**config.mk**
```make
export PLATFORM = sky130hd
export DESIGN_NAME = can_bit_timing
export DESIGN_NICKNAME = d
export VERILOG_FILES = /design/src/rtl/can_bit_timing.sv
export SDC_FILE = /design/constraint.sdc
export NUM_CORES = 1
export LEC_CHECK = 0
export BUFFER_PORTS_ARGS = -buffer_cell sky130_fd_sc_hd__buf_2
export CORE_ASPECT_RATIO = 1.75
export CORE_UTILIZATION = 55
export DETAILED_ROUTE_END_ITERATION = 10
export PLACE_DENSITY = 0.76
export SYNTH_ARGS = -nofsm -noshare
export SYNTH_HDL_FRONTEND = slang
export SYNTH_SLANG_ARGS = --single-unit
```
**constraint.sdc**
```tcl
create_clock -name clock_in_i -period 3.7 [get_ports clock_in_i]
set_input_delay 0.555 -clock clock_in_i [delete_from_list [all_inputs] [get_ports clock_in_i]]
set_output_delay 0.555 -clock clock_in_i [all_outputs]
set_load 0.005 [all_outputs]
```
**src/rtl/can_bit_timing.sv**
```systemverilog
// CAN bit-timing controller.
// Enables the time-quantum generator, counts its quantum pulses through the
// SYNC_SEG / TSEG1 / TSEG2 segments, and marks the bit start and sample point.
// Falling RX edges (recessive to dominant) cause either a hard synchronization
// or an SJW-limited resynchronization (at most one per bit).
module can_bit_timing #(
    parameter int TSEG1 = 13,
    parameter int TSEG2 = 2,
    parameter int SJW   = 1
) (
    input  logic       clock_in_i,
    input  logic       reset_i,
    input  logic       en_i,
    input  logic       tq_pulse_i,
    input  logic       rx_i,
    input  logic       hard_sync_i,
    output logic       clk_gen_en_o,
    output logic       bit_start_o,
    output logic       sample_o,
    output logic       sample_bit_o,
    output logic [1:0] state_o
);

    typedef enum logic [1:0] {
        ST_IDLE  = 2'd0,
        ST_SYNC  = 2'd1,
        ST_TSEG1 = 2'd2,
        ST_TSEG2 = 2'd3
    } state_t;

    localparam logic [4:0] TSEG1_C = 5'(TSEG1);
    localparam logic [4:0] TSEG2_C = 5'(TSEG2);
    localparam logic [4:0] SJW_C   = 5'(SJW);

    // Phase-buffer lengthening in TSEG1 never exceeds the phase error (cnt+1).
    function automatic logic [4:0] min5(input logic [4:0] a, input logic [4:0] b);
        return (a < b) ? a : b;
    endfunction

    state_t     state_r,     state_s;
    logic [4:0] cnt_r,       cnt_s;
    logic [4:0] lim1_r,      lim1_s;
    logic [4:0] lim2_r,      lim2_s;
    logic       edge_used_r, edge_used_s;
    logic       rx_prev_r;
    logic       bit_start_r, bit_start_s;
    logic       sample_r,    sample_s;
    logic       sample_bit_r, sample_bit_s;
    logic       clk_gen_en_r;

    logic [4:0] cnt_inc_s;
    logic [4:0] lim1_adj_s;
    logic [4:0] lim2_adj_s;
    logic [4:0] rem_s;
    logic       fall_s;
    logic       resync_s;

    // Next-state, segment counter/limit and output-pulse computation.
    always_comb begin
        state_s      = state_r;
        cnt_s        = cnt_r;
        lim1_s       = lim1_r;
        lim2_s       = lim2_r;
        edge_used_s  = edge_used_r;
        bit_start_s  = 1'b0;
        sample_s     = 1'b0;
        sample_bit_s = sample_bit_r;
        cnt_inc_s    = cnt_r + 5'd1;
        lim1_adj_s   = lim1_r;
        lim2_adj_s   = lim2_r;
        rem_s        = lim2_r - cnt_r;
        fall_s       = rx_prev_r & ~rx_i;
        resync_s     = fall_s & ~hard_sync_i & ~edge_used_r & sample_bit_r;

        if (!en_i) begin
            // Disabling drops whatever segment was in progress.
            state_s     = ST_IDLE;
            cnt_s       = 5'd0;
            edge_used_s = 1'b0;
        end else if (fall_s && hard_sync_i && (state_r != ST_IDLE)) begin
            // Hard sync restarts the bit; a coincident quantum pulse is consumed.
            state_s     = ST_TSEG1;
            cnt_s       = 5'd0;
            lim1_s      = TSEG1_C;
            bit_start_s = 1'b1;
            edge_used_s = 1'b1;
        end else begin
            case (state_r)
                ST_IDLE: begin
                    state_s     = ST_SYNC;
                    bit_start_s = 1'b1;
                    edge_used_s = 1'b0;
                end
                ST_SYNC: begin
                    if (resync_s) begin
                        edge_used_s = 1'b1;
                    end else begin
                        edge_used_s = edge_used_r;
                    end
                    if (tq_pulse_i) begin
                        state_s = ST_TSEG1;
                        cnt_s   = 5'd0;
                        lim1_s  = TSEG1_C;
                    end else begin
                        state_s = ST_SYNC;
                    end
                end
                ST_TSEG1: begin
                    if (resync_s) begin
                        lim1_adj_s  = lim1_r + min5(cnt_inc_s, SJW_C);
                        edge_used_s = 1'b1;
                    end else begin
                        lim1_adj_s  = lim1_r;
                    end
                    lim1_s = lim1_adj_s;
                    if (tq_pulse_i) begin
                        if (cnt_inc_s == lim1_adj_s) begin
                            state_s      = ST_TSEG2;
                            cnt_s        = 5'd0;
                            lim2_s       = TSEG2_C;
                            sample_s     = 1'b1;
                            sample_bit_s = rx_i;
                        end else begin
                            cnt_s = cnt_inc_s;
                        end
                    end else begin
                        cnt_s = cnt_r;
                    end
                end
                ST_TSEG2: begin
                    if (resync_s && (rem_s <= SJW_C)) begin
                        // Edge too close to the bit end: finish the bit now.
                        state_s     = ST_SYNC;
                        cnt_s       = 5'd0;
                        bit_start_s = 1'b1;
                        edge_used_s = 1'b0;
                    end else begin
                        if (resync_s) begin
                            lim2_adj_s  = lim2_r - SJW_C;
                            edge_used_s = 1'b1;
                        end else begin
                            lim2_adj_s  = lim2_r;
                        end
                        lim2_s = lim2_adj_s;
                        if (tq_pulse_i) begin
                            if (cnt_inc_s == lim2_adj_s) begin
                                state_s     = ST_SYNC;
                                cnt_s       = 5'd0;
                                bit_start_s = 1'b1;
                                edge_used_s = 1'b0;
                            end else begin
                                cnt_s = cnt_inc_s;
                            end
                        end else begin
                            cnt_s = cnt_r;
                        end
                    end
                end
                default: begin
                    state_s = ST_IDLE;
                    cnt_s   = 5'd0;
                end
            endcase
        end
    end

    // State, counters, edge history and registered outputs.
    always_ff @(posedge clock_in_i) begin
        if (!reset_i) begin
            state_r      <= ST_IDLE;
            cnt_r        <= 5'd0;
            lim1_r       <= 5'd0;
            lim2_r       <= 5'd0;
            edge_used_r  <= 1'b0;
            rx_prev_r    <= 1'b1;
            bit_start_r  <= 1'b0;
            sample_r     <= 1'b0;
            sample_bit_r <= 1'b1;
            clk_gen_en_r <= 1'b0;
        end else begin
            state_r      <= state_s;
            cnt_r        <= cnt_s;
            lim1_r       <= lim1_s;
            lim2_r       <= lim2_s;
            edge_used_r  <= edge_used_s;
            rx_prev_r    <= rx_i;
            bit_start_r  <= bit_start_s;
            sample_r     <= sample_s;
            sample_bit_r <= sample_bit_s;
            clk_gen_en_r <= (state_s != ST_IDLE);
        end
    end

    assign state_o      = state_r;
    assign clk_gen_en_o = clk_gen_en_r;
    assign bit_start_o  = bit_start_r;
    assign sample_o     = sample_r;
    assign sample_bit_o = sample_bit_r;

endmodule

```
==> flow_metrics.env <==
export IMPL_insertion_delay_ns=0.27
export IMPL_antenna_found_initial=0
export IMPL_slowest_stage="or4b_4"
export IMPL_clkSinkCount=23
export IMPL_synth_most_common_cell="dfxtp_1"
export IMPL_drt_iter0_markers=86
export IMPL_post_dp_cell_area_sq_um=2220
export IMPL_cts_root_buf="clkbuf_8"
export IMPL_synth_warnings=0
export IMPL_grt_pass1_wl_um=9080
export IMPL_gp_congestion=0.964
export IMPL_synthArstFlopShare_pct=0
export IMPL_worstSetupStartpointType="flip-flop"
export IMPL_post_route_period_util_pct=92.4
export IMPL_m1WireLength_um=2010
export IMPL_synth_edff_count=0
export IMPL_synthDistinctLibCells=71
export IMPL_top_layer_used="met4"
export IMPL_ant_nets=0
export IMPL_cts_max_level=1
export IMPL_die_area_sq_um=3990
export IMPL_path_cells="ha_2 > nand3_1 > nand2_1 > o21ai_0 > or4b_4 > ha_4 > inv_1 > fa_2 > a311oi_2 > o2111a_2 > a21oi_2 > or4b_1 > a21oi_1"
export IMPL_max_slew_margin_rel_pct=48.7
export IMPL_pin_count=12
export IMPL_end_kind="flip-flop"
export IMPL_cp_required_ns=3.90
export IMPL_max_stage_delay_ns=0.54
export IMPL_vias=1968
export IMPL_grt_pass1_vias=2001
export IMPL_synth_common_cells="dfxtp_1, nor2_1, ha_1, nand2_1, inv_1"
export IMPL_wl_met2_um=3000
export IMPL_ys_top_cells_by_area="dfxtp_1, ha_1, xnor2_1"
export IMPL_power_per_cell_area_nw_per_um2=232
export IMPL_die_x_um=48.2
export IMPL_crit_buf_inv=1
export IMPL_fin_crit_ns=3.42
export IMPL_vias_per_cell=6.27
export IMPL_drc=0
export IMPL_syn2layout_area_growth_pct=12.6
export IMPL_synth_top_cell_by_area="dfxtp_1"
export IMPL_slew_viol_final=0
export IMPL_hold_path_class="reg2reg"
export IMPL_cts_tree="yes"
export IMPL_grt_usage_pct=31.2
export IMPL_fin_nets=292
export IMPL_status="finished clean"
export IMPL_rsz0062_at_grt="no"
export IMPL_synth_area_sq_um=2050
export IMPL_avgSynthCellArea_sq_um=8.35
export IMPL_p_leak_nw=0.902
export IMPL_die_h_um=82.8
export IMPL_numCtsBuffers=3
export IMPL_critical_path_top_delay_family="simple AND/OR/NAND/NOR gates"
export IMPL_fill_cells=325
export IMPL_finalSetupViolations=0
export IMPL_maxCapViolations=0
export IMPL_clk_path_buf_depth=2
export IMPL_dr_pass1_iters=5
export IMPL_rrSetupSlack_ns=0.28
export IMPL_skew_ns=0.00194
export IMPL_grt_max_degree=14
export IMPL_fp_row_count=29
export IMPL_ys_seq_area_share_pct=22.4
export IMPL_synth_top_area_share_pct=22.4
export IMPL_worst_pin_slew_ns=0.769
export IMPL_path_clk_slew_ns=0.08
export IMPL_final_util_pct=64.4
export IMPL_antenna_cells=0
export IMPL_ir_drop_uv=213
export IMPL_crit_type="reg2reg"
export IMPL_fin_area_sq_um=2310
export IMPL_setup_tns_ns=0
export IMPL_start_util_pct=57.2
export IMPL_finalHoldViolations=0
export IMPL_synth_flop_cell="dfxtp_1"
export IMPL_syn_inst=246
export IMPL_post_dp_hpwl_um=4380
export IMPL_finalPower_mw=0.536
export IMPL_grt_ovfl_total=0
export IMPL_coreArea_sq_um=3590
export IMPL_route_met3_wl_um=214
export IMPL_routedWlPerCell_um=17.5
export IMPL_drive_gt1_share_pct=22.0
export IMPL_worst_path_max_fanout=4
export IMPL_port_buffers=11
export IMPL_synth_seq_cells=23
export IMPL_fmax_ghz=0.292
export IMPL_routed_wl_um=5500
export IMPL_arrival_ns=3.62
per-stage QoR:
step	setup WS, ns	std cells	hold slack (ns)
floorplan	0.146	248	0.463
global placement	0.156	308	0.480
detailed placement	0.0523	308	0.491
CTS	0.0256	312	0.504
global route	0.114	314	0.520
finish	0.280	314	0.504
repair_timing:
action / in CTS / in global routing
endpoints found under the setup margin: 0 / 13
hold buffers: 0 / 0
buffers inserted: 0 / 2
gates resized for setup: 0 / 9
hold endpoints to repair: 0 / 0
tightest hold or removal path: cells and delay by family, from the launching register on:
kind             cells  cell delay [ns]
AO/OA/AOI/OAI        1             0.05
flip-flops           1             0.34
AND/OR/NAND/NOR      1             0.07
placed cells by master, fill, tap and decap left out, types with 4 or more instances in the layout:
cell type,count
a211oi_1,4
a21oi_1,9
a221oi_1,4
and3_1,4
buf_2,11
buf_4,13
conb_1,4
dfxtp_1,21
ha_1,13
inv_1,14
nand2_1,15
nand2b_1,6
nand3_1,11
nand4_1,7
nor2_1,20
o21ai_0,12
o22ai_1,4
xnor2_1,9
xor2_1,6
sequential cells by signal, summed over array words and instances, names as in the netlist:
name          count
bit_start_o       1
clk_gen_en_o      1
cnt_r             5
edge_used_r       1
lim1_r            5
lim2_r            5
rx_prev_r         1
sample_bit_o      1
sample_o          1
state_o           2
power by group:
part	switching, mW	total [mW]	internal [mW]	leakage [nW]
registers	0.00670	0.260	0.253	0.188
logic	0.0701	0.118	0.0483	0.689
clock network	0.0828	0.158	0.0753	0.0255
final timing paths:
path / startpoint / end / cells past startpoint
worst min-delay path: lim2_r[4] / lim2_r[4] / 2
worst max-delay path: cnt_r[1] / lim2_r[4] / 13
worst min register to register: lim2_r[4] / lim2_r[4] / 2
worst max register to register: cnt_r[1] / lim2_r[4] / 13
routing by layer:
layer  up-vias  GRT usage [%]
li1        951              -
met1       918           35.3
met2        74           51.5
met3        25           3.91
met4         0           17.7
met5         -              0
cells by family (layout without fill, tap and decap cells):
kind of cell,Yosys count,count (layout),share of synthesized area (%)
buffers and inverters,22,42,4.45
adder cells (fa/ha/maj),17,17,11.1
multiplexers,1,1,0.548
other,2,4,0.366
flip-flops,23,23,22.4
AND/OR/NAND/NOR,94,94,26.1
XOR/XNOR,17,17,8.29
AO/OA/AOI/OAI,70,70,26.7
layout make-up:
cell class	instances	area (sq um)	share of cell area [%]
flip-flops and latches	23	463	20.0
clock inverters	1	5.00	0.216
well taps	46	57.6	2.49
inverters	14	52.6	2.27
repair buffers	24	153	6.60
multi-input cells	203	1540	66.6
clock buffers	3	41.3	1.79
(Power assumes the default switching activity.)
